**config.mk**
```make
export PLATFORM = sky130hd
export DESIGN_NAME = ntt_bfu
export DESIGN_NICKNAME = d
export VERILOG_FILES = /design/src/rtl/ntt_bfu_pkg.sv /design/src/rtl/ntt_dly.sv /design/src/rtl/ntt_mod_addsub.sv /design/src/rtl/ntt_mont_mul.sv /design/src/rtl/ntt_bfu.sv
export SDC_FILE = /design/constraint.sdc
export NUM_CORES = 2
export LEC_CHECK = 0
export CORE_MARGIN = 2
export CORE_UTILIZATION = 60
export DETAILED_ROUTE_END_ITERATION = 10
export PLACE_DENSITY_LB_ADDON = 0.12
export RECOVER_POWER = 50
export SYNTH_ARGS = -nofsm -noshare
export SYNTH_HDL_FRONTEND = slang
export SYNTH_SLANG_ARGS = --single-unit
```
**constraint.sdc**
```tcl
create_clock -name clk -period 15.8 [get_ports clk]
set_clock_uncertainty 0.2 [all_clocks]
set_input_delay 3.16 -clock clk [delete_from_list [all_inputs] [get_ports clk]]
set_output_delay 3.16 -clock clk [all_outputs]
set_load 0.005 [all_outputs]
```
**src/rtl/ntt_bfu_pkg.sv**
```systemverilog
// ntt_bfu_pkg: shared widths, latencies and mode encodings for the NTT butterfly
package ntt_bfu_pkg;
  localparam int DW_DEF = 16;
  localparam int MM_LAT = 6;
  localparam int BFU_LAT = MM_LAT + 1;
  typedef enum logic {MODE_CT = 1'b0, MODE_GS = 1'b1} mode_e;
endpackage

```
**src/rtl/ntt_dly.sv**
```systemverilog
// ntt_dly: generic W-wide, N-deep DFF delay chain
module ntt_dly #(
  parameter int W = 16,
  parameter int N = 1
) (
  input  logic         clk,
  input  logic         rst,
  input  logic [W-1:0] d,
  output logic [W-1:0] q
);
  logic [N-1:0][W-1:0] sr_q, sr_d;
  // shift one stage per cycle, newest entry at index 0
  always_comb begin
    sr_d[0] = d;
    for (int i = 1; i < N; i++) sr_d[i] = sr_q[i-1];
  end
  // chain registers, cleared on reset so in-flight data is discarded
  always_ff @(posedge clk or posedge rst)
    if (rst) sr_q <= '0;
    else sr_q <= sr_d;
  assign q = sr_q[N-1];
endmodule

```
**src/rtl/ntt_mod_addsub.sv**
```systemverilog
// ntt_mod_addsub: combinational (a+b) mod p and (a-b) mod p for operands in [0,p)
module ntt_mod_addsub #(
  parameter int DW = 16
) (
  input  logic [DW-1:0] a,
  input  logic [DW-1:0] b,
  input  logic [DW-1:0] p,
  output logic [DW-1:0] sum,
  output logic [DW-1:0] dif
);
  logic [DW:0] s;
  // one conditional correction each way keeps results in [0,p)
  always_comb begin
    s = {1'b0, a} + {1'b0, b};
    sum = s >= {1'b0, p} ? DW'(s - {1'b0, p}) : s[DW-1:0];
    dif = a < b ? a - b + p : a - b;
  end
endmodule

```
**src/rtl/ntt_mont_mul.sv**
```systemverilog
// ntt_mont_mul: pipelined Montgomery multiply r = a*b*2^-DW mod p, fixed 6-cycle latency
module ntt_mont_mul #(
  parameter int DW = 16
) (
  input  logic          clk,
  input  logic          rst,
  input  logic [DW-1:0] a,
  input  logic [DW-1:0] b,
  input  logic [DW-1:0] p,
  input  logic [DW-1:0] p_neg,
  input  logic [DW-1:0] mu,
  output logic [DW-1:0] r
);
  logic [2*DW-1:0] t1_q, t1_d, t2_q, t2_d, t3_q, t3_d, mp3_q, mp3_d;
  logic [DW-1:0] m2_q, m2_d, r5_q, r5_d, r6_q, r6_d;
  logic [DW:0] u4_q, u4_d;
  logic [2*DW:0] s4;
  // product, reduction factor m, m*p, exact division by R, final correction, output stage
  always_comb begin
    t1_d = (2*DW)'(a) * (2*DW)'(b);
    t2_d = t1_q;
    m2_d = t1_q[DW-1:0] * mu;
    t3_d = t2_q;
    mp3_d = (2*DW)'(m2_q) * (2*DW)'(p);
    s4 = {1'b0, t3_q} + {1'b0, mp3_q};
    u4_d = (DW+1)'(s4 >> DW);
    r5_d = u4_q >= {1'b0, p} ? u4_q[DW-1:0] + p_neg : u4_q[DW-1:0];
    r6_d = r5_q;
  end
  // pipeline registers
  always_ff @(posedge clk or posedge rst)
    if (rst) begin
      t1_q <= '0;
      t2_q <= '0;
      m2_q <= '0;
      t3_q <= '0;
      mp3_q <= '0;
      u4_q <= '0;
      r5_q <= '0;
      r6_q <= '0;
    end else begin
      t1_q <= t1_d;
      t2_q <= t2_d;
      m2_q <= m2_d;
      t3_q <= t3_d;
      mp3_q <= mp3_d;
      u4_q <= u4_d;
      r5_q <= r5_d;
      r6_q <= r6_d;
    end
  assign r = r6_q;
endmodule

```
**src/rtl/ntt_bfu.sv**
```systemverilog
// ntt_bfu: pipelined CT/GS NTT butterfly around a shared Montgomery multiplier
module ntt_bfu
  import ntt_bfu_pkg::*;
#(
  parameter int DW = DW_DEF
) (
  input  logic          clk,
  input  logic          rst,
  input  logic          in_valid,
  input  logic          mode,
  input  logic [DW-1:0] a,
  input  logic [DW-1:0] b,
  input  logic [DW-1:0] w,
  input  logic [DW-1:0] p,
  input  logic [DW-1:0] p_neg,
  input  logic [DW-1:0] mu,
  output logic          out_valid,
  output logic [DW-1:0] x,
  output logic [DW-1:0] y,
  output logic          idle
);
  localparam int CW = $clog2(BFU_LAT + 1);
  logic gs, v6, m6, ov_q, ov_d;
  logic [DW-1:0] hs, hd, ts, td, mm_r, as6, x_q, x_d, y_q, y_d;
  logic [CW-1:0] cnt_q, cnt_d;
  assign gs = mode == MODE_GS;
  // GS sum/difference are formed on entry so the single multiplier sees every op in its issue
  // cycle; the output register then supplies the extra stage, keeping both modes at MM_LAT+1
  // and letting CT and GS ops share the multiplier back-to-back without collision.
  ntt_mod_addsub #(.DW(DW)) u_head (.a(a), .b(b), .p(p), .sum(hs), .dif(hd));
  ntt_mont_mul #(.DW(DW)) u_mm (
    .clk(clk), .rst(rst), .a(gs ? hd : b), .b(w), .p(p), .p_neg(p_neg), .mu(mu), .r(mm_r)
  );
  ntt_dly #(.W(DW+2), .N(MM_LAT)) u_dly (
    .clk(clk), .rst(rst), .d({in_valid, mode, gs ? hs : a}), .q({v6, m6, as6})
  );
  ntt_mod_addsub #(.DW(DW)) u_tail (.a(as6), .b(mm_r), .p(p), .sum(ts), .dif(td));
  // output mux by the delayed mode bit; results hold when no op arrives
  always_comb begin
    x_d = v6 ? (m6 ? as6 : ts) : x_q;
    y_d = v6 ? (m6 ? mm_r : td) : y_q;
    ov_d = v6;
    cnt_d = cnt_q + CW'(in_valid) - CW'(ov_q);
  end
  // output and in-flight count registers
  always_ff @(posedge clk or posedge rst)
    if (rst) begin
      x_q <= '0;
      y_q <= '0;
      ov_q <= 1'b0;
      cnt_q <= '0;
    end else begin
      x_q <= x_d;
      y_q <= y_d;
      ov_q <= ov_d;
      cnt_q <= cnt_d;
    end
  assign x = x_q;
  assign y = y_q;
  assign out_valid = ov_q;
  assign idle = cnt_q == '0;
endmodule

```
==> results_dict.tcl <==
set metrics [dict create \
    syn_nets 5182 \
    use_met2 0.5108 \
    critPathMaxStageDelay_ns 0.89 \
    post-cts-setup-buffers 0 \
    hold_buffers 0 \
    clk_pin_slew_worst_paths_ns 0.06 \
    crit_required_ns 16.10 \
    area_delta_synth_final_pct 8.979 \
    layout_common_cells "inv_1, fa_1, nand2_1, ha_1, dfrtp_1" \
    outcome "finished with violations" \
    synth_seq_cells 337 \
    cp-end-kind "register" \
    crit_top_cell "fa_1" \
    start_util 0.6065 \
    violations "capacitance limit, slew limit" \
    top_usage_layer "met2" \
    vias_per_cell 5.683 \
    synth_ff_type "dfrtp_1" \
    n_antenna_cell 0 \
    die_x_um 259.3 \
    worst_r2r_path_depth 22 \
    htreeDepth 2 \
    setup_viol 0 \
    rsz0062_at_grt "no" \
    slew_headroom -2.571 \
    cts_buffer_depth 3 \
    route.vias.total 29050 \
    layout.cells.most_common "inv_1" \
    min_path_type "register to register" \
    drtIter0Drc 2097 \
    clk_latency_ns 0.60 \
    ys_types 89 \
    tns_ns 0 \
    place_hpwl_um 76900 \
    grtUsageMet3 0.03378 \
    multi_input_area_sq_um 27470 \
    slew_violations 310 \
    ios 134 \
    grt_max_degree 122 \
    ys_async_sr_fraction 1.000 \
    synthCells 4153 \
    fill_cells 5340 \
    whs_path_depth 0 \
    firstDrtPassIters 5 \
    synth_edf_count 0 \
    cts.repair.resized 0 \
    cts_tree "yes" \
    dieArea_sq_um 67220 \
    syn_area_sq_um 39100 \
    die_h_um 259.3 \
    track_usage 0.3079 \
    tightest_slew_ns 5.327 \
    drc 0 \
    wl_per_cell_um 19.66 \
    io_buffers 133 \
    grt_pass1_vias 29720 \
    worstSetupPathType "input pin to register" \
    antenna_found_initial 2 \
    fin_crit_ns 13.39 \
    yosysWarnings 0 \
    min_period_over_period 0.8478 \
    max_freq_ghz 0.07466 \
    maxCapViolCount 5 \
    core-area_sq_um 64460 \
    arrival_ns 13.70 \
    overflow 0 \
    ys_seq_area_frac 0.2157 \
    final_layout_size_suffix_gt1_frac 0.04065 \
    num_rows 93 \
    crit_fanout 16 \
    seqCellArea_sq_um 8433 \
    root_buffer "clkbuf_16" \
    grt_pass1_wl_um 162200 \
    gp_congestion 0.9361 \
    worstSetupStartpointType "input pin" \
    final_antenna_net_count 0 \
    fin_nets 5257 \
    critPathSlowestCell "a31oi_2" \
    grtUsageMet1 0.4282 \
    cts.sinks 337 \
    totalWireLength_um 100500 \
    hold_viol_final 0 \
    cts-buffers-inserted 39 \
    syn_avg_cell_area_sq_um 9.415 \
]
flip-flops by register name, indices dropped and copies added (netlist names), 3 cells and up:
name,flops
u_mm.r5_q,16
u_mm.m2_q,16
y,16
u_dly.sr_d,90
u_mm.t2_q,32
u_mm.r,16
cnt_q,3
x,16
u_mm.t1_q,32
u_mm.t3_q,32
u_dly.q,18
u_mm.mp3_q,32
u_mm.u4_q,17
layer usage:
metal  routed length [um]  up-vias
met2                47270      987
met3                 6406      206
met5                   13        -
met1                43560    14370
li1                     -    13480
met4                 3210        2
final timing paths:
kind	startpoint	endpoint	slack [ns]
setup / recovery	b[1]	u_mm.t1_q[30]	2.41
hold / removal	u_dly.sr_d[67]	u_dly.sr_d[85]	0.12
setup reg to reg	u_mm.m2_q[7]	u_mm.mp3_q[30]	8.70
hold reg to reg	u_dly.sr_d[67]	u_dly.sr_d[85]	0.12
max in group asynchronous	rst	u_mm.t1_q[15]	5.75
min in group asynchronous	rst	y[11]	4.49
synth_stat cells, types with 9 or more instances:
library cell,n,area [sq um]
nor2_1,176,660.6
xor2_1,58,508.0
or3_1,21,131.4
inv_1,686,2575
o211ai_1,20,150.1
dfrtp_1,337,8433
o31a_1,9,78.83
a211oi_1,31,232.7
a21oi_1,167,835.8
clkbuf_1,112,420.4
mux2i_1,24,240.2
nand4_1,12,75.07
nor3_1,65,325.3
o2bb2ai_1,17,148.9
nand2b_1,37,231.5
nand3_1,61,305.3
ha_1,451,5643
a31oi_1,25,156.4
nor3b_2,9,112.6
o21ai_1,19,95.09
nand3b_1,12,90.09
and2_1,239,1495
and3_1,34,212.7
o21bai_1,24,180.2
o21ai_0,85,425.4
o31ai_1,10,75.07
nand2_1,468,1757
fa_1,478,9569
nor2b_1,42,262.8
o21a_1,25,187.7
xnor2_1,156,1366
a21o_1,59,442.9
buf_2,16,80.08
buf_4,11,82.58
a31oi_2,11,137.6
a221oi_1,9,78.83
mux2_2,9,101.4
cells by family after synthesis:
| family | share of synthesized area |
|---|---|
| buffers and inverters | 0.08183 |
| multiplexers | 0.009984 |
| AO/OA/AOI/OAI | 0.1049 |
| XOR/XNOR | 0.04794 |
| adder cells (fa/ha/maj) | 0.3891 |
| AND/OR/NAND/NOR | 0.1506 |
| flip-flops | 0.2157 |
critical path, delay by kind of cell:
family / cells / cell delay [ns]
xor+xnor: 1 / 0.16
fa+ha+maj: 9 / 3.91
simple gates: 11 / 2.39
buf+inv: 5 / 0.82
compound gates: 12 / 3.25
cell type report:
class,count,share of cell area
clock buffers,48,0.02440
clock inverters,21,0.008457
inverters,687,0.06055
multi-input cells,2984,0.6447
flip-flops and latches,337,0.1979
well taps,855,0.02511
repair buffers,179,0.03888
metrics by stage:
stage,utilization,setup slack (ns),hold slack [ns],cells,instance area (sq um)
2_1_floorplan,-,3.102,0.1312,4153,39100
3_3_place_gp,0.6396,2.284,0.1315,5042,41230
3_5_place_dp,0.6396,2.051,0.1347,5042,41230
4_1_cts,0.6613,2.548,0.1187,5111,42630
5_1_grt,0.6610,1.928,0.1380,5111,42610
6_report,0.6610,2.405,0.1164,5111,42610
Power is not shown: default switching activity piles up to over one toggle a cycle in this logic, so the estimate is an artifact.
